==> config.mk <==
export PLATFORM = sky130hd
export DESIGN_NAME = sram_like_bridge
export DESIGN_NICKNAME = d
export VERILOG_FILES = /design/src/rtl/sram_like_bridge_pkg.sv /design/src/rtl/sram_like_chan.sv /design/src/rtl/sram_like_bridge.sv
export SDC_FILE = /design/constraint.sdc
export NUM_CORES = 1
export LEC_CHECK = 0
export CAP_MARGIN = 20
export CORE_UTILIZATION = 39
export CTS_CLUSTER_SIZE = 30
export DETAILED_ROUTE_END_ITERATION = 10
export HOLD_SLACK_MARGIN = 0.06
export PLACE_DENSITY_LB_ADDON = 0.2
export SLEW_MARGIN = 20
export SYNTH_ARGS = -nofsm -noshare
export SYNTH_HDL_FRONTEND = slang
export SYNTH_HIERARCHICAL = 1
export SYNTH_SLANG_ARGS = --single-unit
==> constraint.sdc <==
create_clock -name clk -period 3.1 [get_ports clk]
set_clock_uncertainty 0.1 [all_clocks]
set_input_delay 0.465 -clock clk [delete_from_list [all_inputs] [get_ports clk]]
set_output_delay 0.465 -clock clk [all_outputs]
set_load 0.02 [all_outputs]
==> src/rtl/sram_like_bridge_pkg.sv <==
// ---------------------------------------------------------------------------
// sram_like_bridge_pkg
//   Shared definitions for the SRAM-port to sram-like handshake bridge:
//   per-channel state encoding, bus transfer size codes and the kseg0/kseg1
//   virtual-to-physical address fold.
// ---------------------------------------------------------------------------
package sram_like_bridge_pkg;

   // Per-channel FSM state. The numeric values are visible on the debug port.
   typedef enum logic [1:0] {
      ST_IDLE = 2'd0,  // no access outstanding
      ST_REQ  = 2'd1,  // request presented, waiting for addr_ok
      ST_WAIT = 2'd2,  // request accepted, waiting for data_ok
      ST_DONE = 2'd3   // response received, read data held for the pipeline
   } chan_state_t;

   // bus_size encoding
   localparam logic [1:0] SIZE_BYTE = 2'd0;
   localparam logic [1:0] SIZE_HALF = 2'd1;
   localparam logic [1:0] SIZE_WORD = 2'd2;

   localparam int KSEG_ADDR_W = 32;

   // kseg0 (0x8000_0000..0x9FFF_FFFF) and kseg1 (0xA000_0000..0xBFFF_FFFF)
   // both map onto the low 512 MB of physical space; the remaining segments
   // pass through untranslated.
   function automatic logic [KSEG_ADDR_W-1:0] kseg_fold(input logic [KSEG_ADDR_W-1:0] vaddr);
      if (vaddr[KSEG_ADDR_W-1 -: 2] == 2'b10) begin
         return {3'b000, vaddr[KSEG_ADDR_W-4:0]};
      end
      return vaddr;
   endfunction

endpackage

==> src/rtl/sram_like_chan.sv <==
// ---------------------------------------------------------------------------
// sram_like_chan
//   One bridge channel: converts a zero-wait SRAM-style access into a single
//   sram-like transaction (req/addr_ok/data_ok) and holds the read data until
//   the pipeline advances.
//
//   Handshake: bus_req is asserted from the cycle the access is issued until
//   the cycle bus_addr_ok is seen high at a rising edge, and is never
//   retracted in between; bus_addr/wr/size/wdata stay stable while bus_req is
//   high. Exactly one bus_data_ok is expected per accepted request, no earlier
//   than the cycle after addr_ok.
//
// Ports
//   clk, resetn           clock, asynchronous active-low reset
//   cpu_en/wen/addr/wdata SRAM-style access from the core
//   cpu_rdata             read data held from the last completed read
//   cpu_flush             pipeline flush: cancels any access in flight
//   cpu_stall             global stall (OR of all channels) fed back in
//   stall_ch              this channel's stall contribution
//   bus_*                 sram-like master port
//   state                 current FSM state (debug)
// ---------------------------------------------------------------------------
module sram_like_chan
   import sram_like_bridge_pkg::*;
#(
   parameter int ADDR_W = 32,
   parameter int DATA_W = 32,
   parameter int MAP_EN = 1
) (
   input  logic                clk,
   input  logic                resetn,
   input  logic                cpu_en,
   input  logic [DATA_W/8-1:0] cpu_wen,
   input  logic [ADDR_W-1:0]   cpu_addr,
   input  logic [DATA_W-1:0]   cpu_wdata,
   output logic [DATA_W-1:0]   cpu_rdata,
   input  logic                cpu_flush,
   input  logic                cpu_stall,
   output logic                stall_ch,
   output logic                bus_req,
   output logic                bus_wr,
   output logic [1:0]          bus_size,
   output logic [ADDR_W-1:0]   bus_addr,
   output logic [DATA_W-1:0]   bus_wdata,
   input  logic                bus_addr_ok,
   input  logic                bus_data_ok,
   input  logic [DATA_W-1:0]   bus_rdata,
   output chan_state_t         state
);

   localparam int BE_W = DATA_W / 8;
   localparam logic [BE_W-1:0] BE_ONE  = {{(BE_W-1){1'b0}}, 1'b1};
   localparam logic [BE_W-1:0] HALF_LO = {{(BE_W/2){1'b0}}, {(BE_W/2){1'b1}}};
   localparam logic [BE_W-1:0] HALF_HI = {{(BE_W/2){1'b1}}, {(BE_W/2){1'b0}}};

   chan_state_t       state_q, state_d;
   logic              cancel_q, cancel_d;
   logic              wr_q, wr_d;
   logic [1:0]        size_q, size_d;
   logic [ADDR_W-1:0] addr_q, addr_d;
   logic [DATA_W-1:0] wdata_q, wdata_d;
   logic [DATA_W-1:0] rdata_q, rdata_d;

   logic              issue;
   logic [1:0]        size_dec;
   logic              size_legal;
   logic [ADDR_W-1:0] addr_phys;

   // Issue is gated with resetn so that the bus side is quiet for the whole
   // reset pulse even if the core keeps cpu_en high.
   assign issue = (state_q == ST_IDLE) & cpu_en & ~cpu_flush & resetn;

   // Byte-enable to transfer size. Reads are always issued as full words.
   always_comb begin
      size_dec   = SIZE_WORD;
      size_legal = 1'b1;
      if ((cpu_wen == '0) || (cpu_wen == '1)) begin
         size_dec = SIZE_WORD;
      end else if ((cpu_wen == HALF_LO) || (cpu_wen == HALF_HI)) begin
         size_dec = SIZE_HALF;
      end else if ((cpu_wen & (cpu_wen - BE_ONE)) == '0) begin
         size_dec = SIZE_BYTE;
      end else begin
         size_legal = 1'b0;
      end
   end

   assign addr_phys = (MAP_EN != 0) ? kseg_fold(cpu_addr) : cpu_addr;

   always_comb begin
      state_d  = state_q;
      cancel_d = cancel_q;
      wr_d     = wr_q;
      size_d   = size_q;
      addr_d   = addr_q;
      wdata_d  = wdata_q;
      rdata_d  = rdata_q;
      case (state_q)
         ST_IDLE: begin
            cancel_d = 1'b0;
            if (issue) begin
               wr_d    = |cpu_wen;
               size_d  = size_dec;
               addr_d  = addr_phys;
               wdata_d = cpu_wdata;
               state_d = bus_addr_ok ? ST_WAIT : ST_REQ;
            end
         end
         ST_REQ: begin
            // A flushed request cannot be withdrawn; it is drained instead.
            if (cpu_flush) cancel_d = 1'b1;
            if (bus_addr_ok) state_d = ST_WAIT;
         end
         ST_WAIT: begin
            if (cpu_flush) cancel_d = 1'b1;
            if (bus_data_ok) begin
               if (cancel_q || cpu_flush) begin
                  // Response belongs to a flushed instruction: drop it.
                  state_d  = ST_IDLE;
                  cancel_d = 1'b0;
               end else begin
                  state_d = ST_DONE;
                  if (!wr_q) rdata_d = bus_rdata;
               end
            end
         end
         ST_DONE: begin
            // Hold until every channel is ready; the pipeline samples
            // cpu_rdata on the edge where the stall drops.
            if (!cpu_stall || cpu_flush) state_d = ST_IDLE;
         end
         default: state_d = ST_IDLE;
      endcase
   end

   always_ff @(posedge clk or negedge resetn) begin
      if (!resetn) begin
         state_q  <= ST_IDLE;
         cancel_q <= 1'b0;
         wr_q     <= 1'b0;
         size_q   <= SIZE_BYTE;
         addr_q   <= '0;
         wdata_q  <= '0;
         rdata_q  <= '0;
      end else begin
         state_q  <= state_d;
         cancel_q <= cancel_d;
         wr_q     <= wr_d;
         size_q   <= size_d;
         addr_q   <= addr_d;
         wdata_q  <= wdata_d;
         rdata_q  <= rdata_d;
      end
   end

   // In the issue cycle the bus sees the live core request; afterwards the
   // latched copy. Everything reads as zero when no request is presented.
   always_comb begin
      bus_req   = 1'b0;
      bus_wr    = 1'b0;
      bus_size  = SIZE_BYTE;
      bus_addr  = '0;
      bus_wdata = '0;
      if (issue) begin
         bus_req   = 1'b1;
         bus_wr    = |cpu_wen;
         bus_size  = size_dec;
         bus_addr  = addr_phys;
         bus_wdata = cpu_wdata;
      end else if (state_q == ST_REQ) begin
         bus_req   = 1'b1;
         bus_wr    = wr_q;
         bus_size  = size_q;
         bus_addr  = addr_q;
         bus_wdata = wdata_q;
      end
   end

   assign stall_ch  = issue | (state_q == ST_REQ) | (state_q == ST_WAIT);
   assign cpu_rdata = rdata_q;
   assign state     = state_q;

   a_wen_legal: assert property (@(posedge clk) disable iff (!resetn) issue |-> size_legal);
   a_data_ok_in_wait: assert property (@(posedge clk) disable iff (!resetn)
      bus_data_ok |-> (state_q == ST_WAIT));

endmodule

==> src/rtl/sram_like_bridge.sv <==
// ---------------------------------------------------------------------------
// sram_like_bridge
//   Bridges the core's zero-wait SRAM ports onto NUM_CH independent
//   sram-like channels (ch0 = instruction, ch1 = data) and produces one
//   global pipeline stall.
//
// Ports (all per-channel buses are flattened, channel i in slice i)
//   clk, resetn                       clock, asynchronous active-low reset
//   cpu_en/wen/addr/wdata, cpu_rdata  core-side SRAM ports
//   cpu_flush                         pipeline flush
//   cpu_stall                         global stall
//   bus_req/wr/size/addr/wdata        sram-like request side
//   bus_addr_ok/data_ok/rdata         sram-like response side
//   dbg_state                         2-bit FSM state per channel
// ---------------------------------------------------------------------------
module sram_like_bridge
   import sram_like_bridge_pkg::*;
#(
   parameter int NUM_CH = 2,
   parameter int ADDR_W = 32,
   parameter int DATA_W = 32,
   parameter int MAP_EN = 1
) (
   input  logic                       clk,
   input  logic                       resetn,
   input  logic [NUM_CH-1:0]          cpu_en,
   input  logic [NUM_CH*DATA_W/8-1:0] cpu_wen,
   input  logic [NUM_CH*ADDR_W-1:0]   cpu_addr,
   input  logic [NUM_CH*DATA_W-1:0]   cpu_wdata,
   output logic [NUM_CH*DATA_W-1:0]   cpu_rdata,
   input  logic                       cpu_flush,
   output logic                       cpu_stall,
   output logic [NUM_CH-1:0]          bus_req,
   output logic [NUM_CH-1:0]          bus_wr,
   output logic [NUM_CH*2-1:0]        bus_size,
   output logic [NUM_CH*ADDR_W-1:0]   bus_addr,
   output logic [NUM_CH*DATA_W-1:0]   bus_wdata,
   input  logic [NUM_CH-1:0]          bus_addr_ok,
   input  logic [NUM_CH-1:0]          bus_data_ok,
   input  logic [NUM_CH*DATA_W-1:0]   bus_rdata,
   output logic [NUM_CH*2-1:0]        dbg_state
);

   localparam int BE_W = DATA_W / 8;

   logic [NUM_CH-1:0] stall_ch;

   for (genvar g = 0; g < NUM_CH; g++) begin : g_ch
      chan_state_t st;

      sram_like_chan #(
         .ADDR_W (ADDR_W),
         .DATA_W (DATA_W),
         .MAP_EN (MAP_EN)
      ) u_chan (
         .clk         (clk),
         .resetn      (resetn),
         .cpu_en      (cpu_en[g]),
         .cpu_wen     (cpu_wen[g*BE_W +: BE_W]),
         .cpu_addr    (cpu_addr[g*ADDR_W +: ADDR_W]),
         .cpu_wdata   (cpu_wdata[g*DATA_W +: DATA_W]),
         .cpu_rdata   (cpu_rdata[g*DATA_W +: DATA_W]),
         .cpu_flush   (cpu_flush),
         .cpu_stall   (cpu_stall),
         .stall_ch    (stall_ch[g]),
         .bus_req     (bus_req[g]),
         .bus_wr      (bus_wr[g]),
         .bus_size    (bus_size[g*2 +: 2]),
         .bus_addr    (bus_addr[g*ADDR_W +: ADDR_W]),
         .bus_wdata   (bus_wdata[g*DATA_W +: DATA_W]),
         .bus_addr_ok (bus_addr_ok[g]),
         .bus_data_ok (bus_data_ok[g]),
         .bus_rdata   (bus_rdata[g*DATA_W +: DATA_W]),
         .state       (st)
      );

      assign dbg_state[g*2 +: 2] = st;
   end

   // A channel sitting in DONE contributes no stall but still waits here for
   // the slowest channel before returning to IDLE.
   assign cpu_stall = |stall_ch;

endmodule
**Word-level counts from Yosys, hierarchy flattened**

Cells that the tools add are included.

- Mux-type cells: 53
- Reduce and logical (&&, ||, !) cells: 25
- Bitwise operators: 17
- Equal/unequal tests: 22
- Add/subtract/negate cells: 2

Operator list:

| cell | number |
|---|---|
| 32-bit two-way mux | 12 |
| 2-bit two-way mux | 21 |
| 4-bit equality test, second input constant | 4 |
| 4-bit zero test | 4 |
| 1-bit two-way mux | 16 |
| 2-bit one-hot mux with 4 select lines | 2 |
| 4-bit AND reduction | 4 |
| 2-bit equality test, second input constant | 6 |
| 2-bit != test, second input constant | 5 |
| 4-bit AND | 2 |
| 4-bit by 2-bit equality test with 1-bit output, second input constant | 2 |
| 4-bit OR reduction | 2 |
| 4-bit by 1-bit subtractor with 4-bit output, second input constant | 2 |
| 1-bit logical OR | 7 |
| 1-bit AND | 6 |
| 2-bit by 1-bit != test with 1-bit output, second input constant | 3 |
| 1-bit one-hot mux with 3 select lines | 2 |
| 3-bit nonzero test | 2 |
| 1-bit inverter | 5 |
| 2-bit by 1-bit equality test with 1-bit output, second input constant | 2 |
| 2-bit zero test | 2 |
| 1-bit OR | 4 |
| 2-bit AND reduction | 2 |
| 2-bit OR reduction | 1 |
| 1-bit zero test | 1 |

- Bits of input ports: 209
- Logic and storage cells: 133
- Output and inout port bits: 205
- Flip-flop bits (word level): 204

**Logic depth before layout (Yosys ltp)**

- Depth in word-level cells: 11
- Mapped depth: 9
- Gate-level depth less buffers: 8

**Hierarchy**

Netlist, hierarchy kept.

By module, submodules not included:

| module | times used | cells each | sequential area each (um^2) | area an instance (um^2) |
|---|---|---|---|---|
| sram_like_chan | 2 | 530 | 2552.4 | 4845.9 |
| sram_like_bridge | 1 | 1 | 0.0 | 6.3 |

**Worst setup path after synthesis**

No wires, ideal clock.

- Path kind: register -> register
- Start: register g_ch[1].u_chan.state_q[0]
- End: register g_ch[0].u_chan.state_q[0]
- Slack: 0.383 ns
- Library setup time: 0.079 ns
- Period minus slack after synthesis: 2.717 ns
- Arrival time: 2.537 ns
- Stages on the path, launching flop included: 10
- Buffers on the path: 1
- Required time: 2.921 ns
- Cell sequence: dfrtp_1 inv_1 ha_1 and4b_1 buf_2 or3_1 or2_1 and3b_2 a2111oi_4 mux2i_1

- Longest elaborated chain between the ends: 11
- Elaborated cells on any way between the ends: 13
- Those cells by class: 3 x eq/ne; 5 x bitwise; 5 x reduce/logical

Ends and longest elaborated chain:

| item | RTL line | source |
|---|---|---|
| from (decl) | sram_like_chan.sv:56 | `chan_state_t state_q, state_d;` |
| from (signal assigned) | sram_like_chan.sv:146 | `state_q <= state_d;` |
| 2-bit zero test | sram_like_chan.sv:71 | `assign issue = (state_q == ST_IDLE) & cpu_en & ~cpu_flush & resetn;` |
| 1-bit AND (3 in a row) | sram_like_chan.sv:71 |  |
| 1-bit OR | sram_like_chan.sv:179 | `assign stall_ch = issue \| (state_q == ST_REQ) \| (state_q == ST_WAIT);` |
| 1-bit OR (*) | sram_like_chan.sv:179 |  |
| net stall_ch[1] | sram_like_bridge.sv:46 | `logic [NUM_CH-1:0] stall_ch;` |
| 2-bit OR reduction (*) | sram_like_bridge.sv:82 | `assign cpu_stall = \|stall_ch;` |
| net cpu_stall | sram_like_bridge.sv:32 | `output logic cpu_stall,` |
| 1-bit zero test (*) | sram_like_chan.sv:130 | `if (!cpu_stall \|\| cpu_flush) state_d = ST_IDLE;` |
| 1-bit logical OR (*) | sram_like_chan.sv:130 |  |
| 2-bit by 1-bit != test with 1-bit output (no source line) (*) | n/a |  |
| 4-bit AND reduction (no source line) (*) | n/a |  |
| to (signal assigned) | sram_like_chan.sv:146 |  |
| to (decl) | sram_like_chan.sv:56 |  |

The timed path passes the listed nets; every way through them passes the cells marked *.
A chain may end at the register's enable or synchronous reset.

**Worst setup path after layout**

- Start: input cpu_flush
- End: output cpu_stall

- Longest elaborated chain between the ends: 6
- Elaborated cells on any way between the ends: 10
- Those cells by class: 9 x bitwise; 1 x reduce/logical

Ends and longest elaborated chain:

| item | RTL line | source |
|---|---|---|
| from (decl) | sram_like_bridge.sv:31 | `input logic cpu_flush,` |
| 1-bit inverter | sram_like_chan.sv:71 |  |
| 1-bit AND (2 in a row) | sram_like_chan.sv:71 |  |
| 1-bit OR (2 in a row) | sram_like_chan.sv:179 |  |
| net stall_ch[0] | sram_like_bridge.sv:46 |  |
| 2-bit OR reduction | sram_like_bridge.sv:82 |  |
| to (decl) | sram_like_bridge.sv:32 |  |

The timed path passes the listed nets, and every way through them passes these cells.

==> summary.md <==
The share of layout cells above drive strength 1 works out to 18.06%. Of the total synthesized cell area, the portion taken by full adders, half adders and majority gates is 1.290%. The complex-gate fraction of the synthesized area is 2.193%.

The tools report the largest net degree at the start of global routing as 161. IR analysis of the VDD net gives a maximum drop of 0.4147 mV. The pre-CTS setup slack was -90.38 ps; the required arrival time at the worst endpoint was 2530 ps. Initial antenna violation count: 1. The floorplan step set the die height to 159.7 um.

The run gives 33 as the number of different library cells in the post-synthesis netlist. In the routed design, unresolved DRC markers number 0. In this run the mean area of a mapped cell was 9.140 um2.

Synthesis produced a netlist whose cell count is 1061. The number of antenna diodes in the final layout is 0. The fill cell instance count of the final layout is 2069, and the clock-pin transition on the worst setup and hold timing paths is 60 ps.

The flow ran to the end, and the final reports show no timing, DRC or antenna violations. The detail-routed net length per standard cell is 16.13 um, and the combinational share of power is 44.3%. The tools report the number of iterations in the first detailed-routing pass as 5.

The overall die width was 159.7 um; the internal power consumption was 8489 uW. Counting I/O delays and the setup requirement, the final critical path takes 3023 ps. Relative to the synthesized area, the layout overhead comes to 58.73%.

The run gives 23.84% as the overall global routing resource usage. Setup repair after global routing left no endpoint under its margin. The tools report the synthesized netlist net count as 1280. Synthesis inferred 204 register bits. Clock latency on the worst-skew pair, taken at its later pin, is 510 ps. In this run switching power makes up 36.50% of total power.

The logs give 34.5% for the sequential fraction of design power and 24 for the TritonCTS buffer count. The reported max-cap violation count came out at 0. After detailed routing, the number of vias per cell comes to 4.738.

The maximum fanout count along the critical path was 5. The tools report the number of sinks on the clock net as 204. The tools report the element type at the critical path end as an output pin. After the last flow step, the layout net total stands at 1757. In the post-route analysis, the smallest setup slack over all paths is 77.20 ps. In this run the deepest clock path goes through 3 buffers. After the first detailed-routing iteration, the DRC count stood at 523. The total power consumption of the routed design was 13370 uW; the count of port buffers added during placement was 413. Setup violations remaining at the end of the flow were counted as 0. The logs give 0 for the number of endpoints with negative hold slack in the final report and 2460 ps for the data arrival at the endpoint of the critical path. In this run the clock root is driven by a sky130_fd_sc_hd__clkbuf_16. At the pin with the least slew margin, the transition time is 865.8 ps. During synthesis, Yosys emitted a total of 6 warnings.

The mapped netlist covers 9698 um2. Once the floorplan was initialized, standard cells occupied 39.88% of the core. After synthesis, the share of cell area in mux cells is 10.17%. STA classifies the critical path startpoint as an input pin. Measured against its own limit, the worst slew margin works out to 42.28%. The critical path in this run is classified as input pin to output pin. Portion of the clock cycle consumed by the worst path in the final layout: 97.51%. The share of total power dissipated in the clock network is 21.2%.

The max-slew violation count is 0. After detailed routing, the total wire length is 30.32 mm. Of the total synthesized cell area, the portion taken by XOR and XNOR cells is 0%.

Row generation in the floorplan step produced 57 rows. The final route contains 8908 vias. For this run the aggregate overflow at the end of global routing stands at 0.

In this run the register-to-register setup slack is 410 ps. Timing would allow up to 330.8 MHz. The HPWL after detailed placement is 21.59 mm, and the number of primary I/O pins is 414.

For the number of H-tree levels, the log shows 1. After Yosys synthesis, and, or, nand and nor cells account for 29.61% of the synthesized area. Summed over all nets, the switching power comes to 4879 uW. The first-pass GRT wire length is 48.50 mm. The analysis attributes to cell leakage a power of 0.008432 uW.

Routability-driven placement finished with a final weighted congestion of 0.8448. The tools report the share of the yosys chip area belonging to registers as 52.64%. In this run the power density over the cells is 868.4 nW/um2. Via count of the first global-routing pass: 8884. The worst hold path belongs to the class input pin to async pin. The total area inside the core boundary comes to 24320 um2.

The die covers 25500 um2. Once detail routing completed, the nets flagged for antenna violations numbered 0. By area, the combinational part of the netlist is dominated by simple AND/OR/NAND/NOR gates. TritonCTS built the clock tree.
==> power groups by stage <==
| stage | sequential (uW) | clock [uW] | combinational [uW] |
|---|---|---|---|
| 5_1_grt | 4770 | 3020 | 6400 |
| 4_1_cts | 4610 | 2910 | 6010 |
| 3_3_place_gp | 4580 | 0 | 6140 |
| 2_1_floorplan | 5060 | 0 | 2900 |
| 6_report | 4620 | 2830 | 5920 |
| 3_5_place_dp | 4640 | 0 | 6210 |
==> final timing paths <==
path,cells past startpoint,to,start
max,7,cpu_stall,cpu_flush
min,2,g_ch[1].u_chan/state[1],resetn
max reg2reg,9,g_ch[0].u_chan/state[1],g_ch[1].u_chan/state[0]
min reg2reg,2,g_ch[1].u_chan/addr_q[19],g_ch[1].u_chan/addr_q[19]
max in group asynchronous,2,g_ch[0].u_chan/wr_q,resetn
min in group clk,2,g_ch[1].u_chan/addr_q[19],g_ch[1].u_chan/addr_q[19]
==> cell usage in the layout (no fill, tap or decap), drive strengths merged, types with 4 or more instances in the layout <==
cell type,instances
ha,10
a21oi,6
nor4bb,4
dfrtp,204
clkdlybuf4s15,17
nand3,134
nand2b,6
mux2i,4
clkinv,7
a31o,4
nand2,514
nor2b,4
inv,8
a21o,4
o21ai,4
mux2,64
clkdlybuf4s50,276
clkbuf,82
buf,105
dlygate4sd2,68
==> synthesized netlist by cell type, drive strengths merged <==
cell,number,area [um2]
nor3b,2,25.02
o21ai,4,20.02
mux2i,4,40.04
and3b,2,20.02
and2,2,12.51
o31ai,2,15.01
inv,8,30.03
mux2,64,945.9
a21boi,2,15.01
buf,52,315.3
and4b,2,20.02
dfrtp,204,5105
nand4b,2,17.52
or2,1,6.260
nand3b,2,40.04
nor4bb,4,40.04
nand2,514,1929
clkbuf,14,52.55
nand3,134,670.6
o22ai,2,12.51
a21oi,6,30.03
or3,2,12.51
a21o,4,30.03
nand2b,6,37.54
a2111oi,2,55.05
ha,10,125.1
a31o,4,35.03
nor2b,4,25.02
or4,2,15.01
==> sequential cells by signal, indices dropped and copies added (netlist names) <==
name	cells
g_ch.u_chan/addr_q	64
g_ch.u_chan/cpu_rdata	64
g_ch.u_chan/wdata_q	64
g_ch.u_chan/size_q	4
g_ch.u_chan/state	4
g_ch.u_chan/cancel_q	2
g_ch.u_chan/wr_q	2
==> layer usage <==
layer,up-vias,routed length (um),global-route usage [%]
met4,2,811,7.430
met1,4139,12530,29.69
met2,338,14460,40.49
met3,51,2501,6.104
li1,4378,-,-
met5,-,13,0
==> what timing repair did <==
| action | CTS | global route |
|---|---|---|
| gates resized for setup | 162 | 90 |
| hold endpoints to repair | 13 | 0 |
| pin swaps | 0 | 1 |
| endpoints found under the setup margin | 133 | 79 |
| cloned | 1 | 0 |
| setup buffers | 3 | 0 |
| hold buffers | 2 | 0 |
==> layout make-up <==
type | count | area [um2] | area share (%)
timing repair buffer | 517 | 4825 | 31.34
clock buffer | 34 | 719.4 | 4.674
sequential | 204 | 5105 | 33.16
inverter | 8 | 30.03 | 0.1951
tap | 324 | 405.4 | 2.634
multi-input combinational | 783 | 4218 | 27.40
clock inverter | 10 | 91.34 | 0.5934
==> cells by family after synthesis <==
kind of cell,Yosys count
fa+ha+maj,10
compound gates,26
flops,204
buf+inv,74
mux,68
simple gates,679
==> through the flow <==
step	hold slack [ps]	std cells	setup TNS, ps	area, um2	util, %
6_report	86.02	1880	0	15390	63.30
3_3_place_gp	248.9	1830	-2573	14810	60.88
3_5_place_dp	253.6	1830	-2728	14810	60.88
4_1_cts	149.7	1880	0	15570	64.02
2_1_floorplan	69.41	1061	0	9698	-
5_1_grt	187.8	1880	0	15390	63.30
==> critical path, stage by stage <==
cell                              delay [ps]
sky130_fd_sc_hd__clkdlybuf4s50_1         540
sky130_fd_sc_hd__buf_4                   160
sky130_fd_sc_hd__and4b_2                 270
sky130_fd_sc_hd__buf_4                   160
sky130_fd_sc_hd__or3_1                   290
sky130_fd_sc_hd__or2_1                   270
sky130_fd_sc_hd__clkdlybuf4s15_1         300
Power figures use the tool's default switching activity.
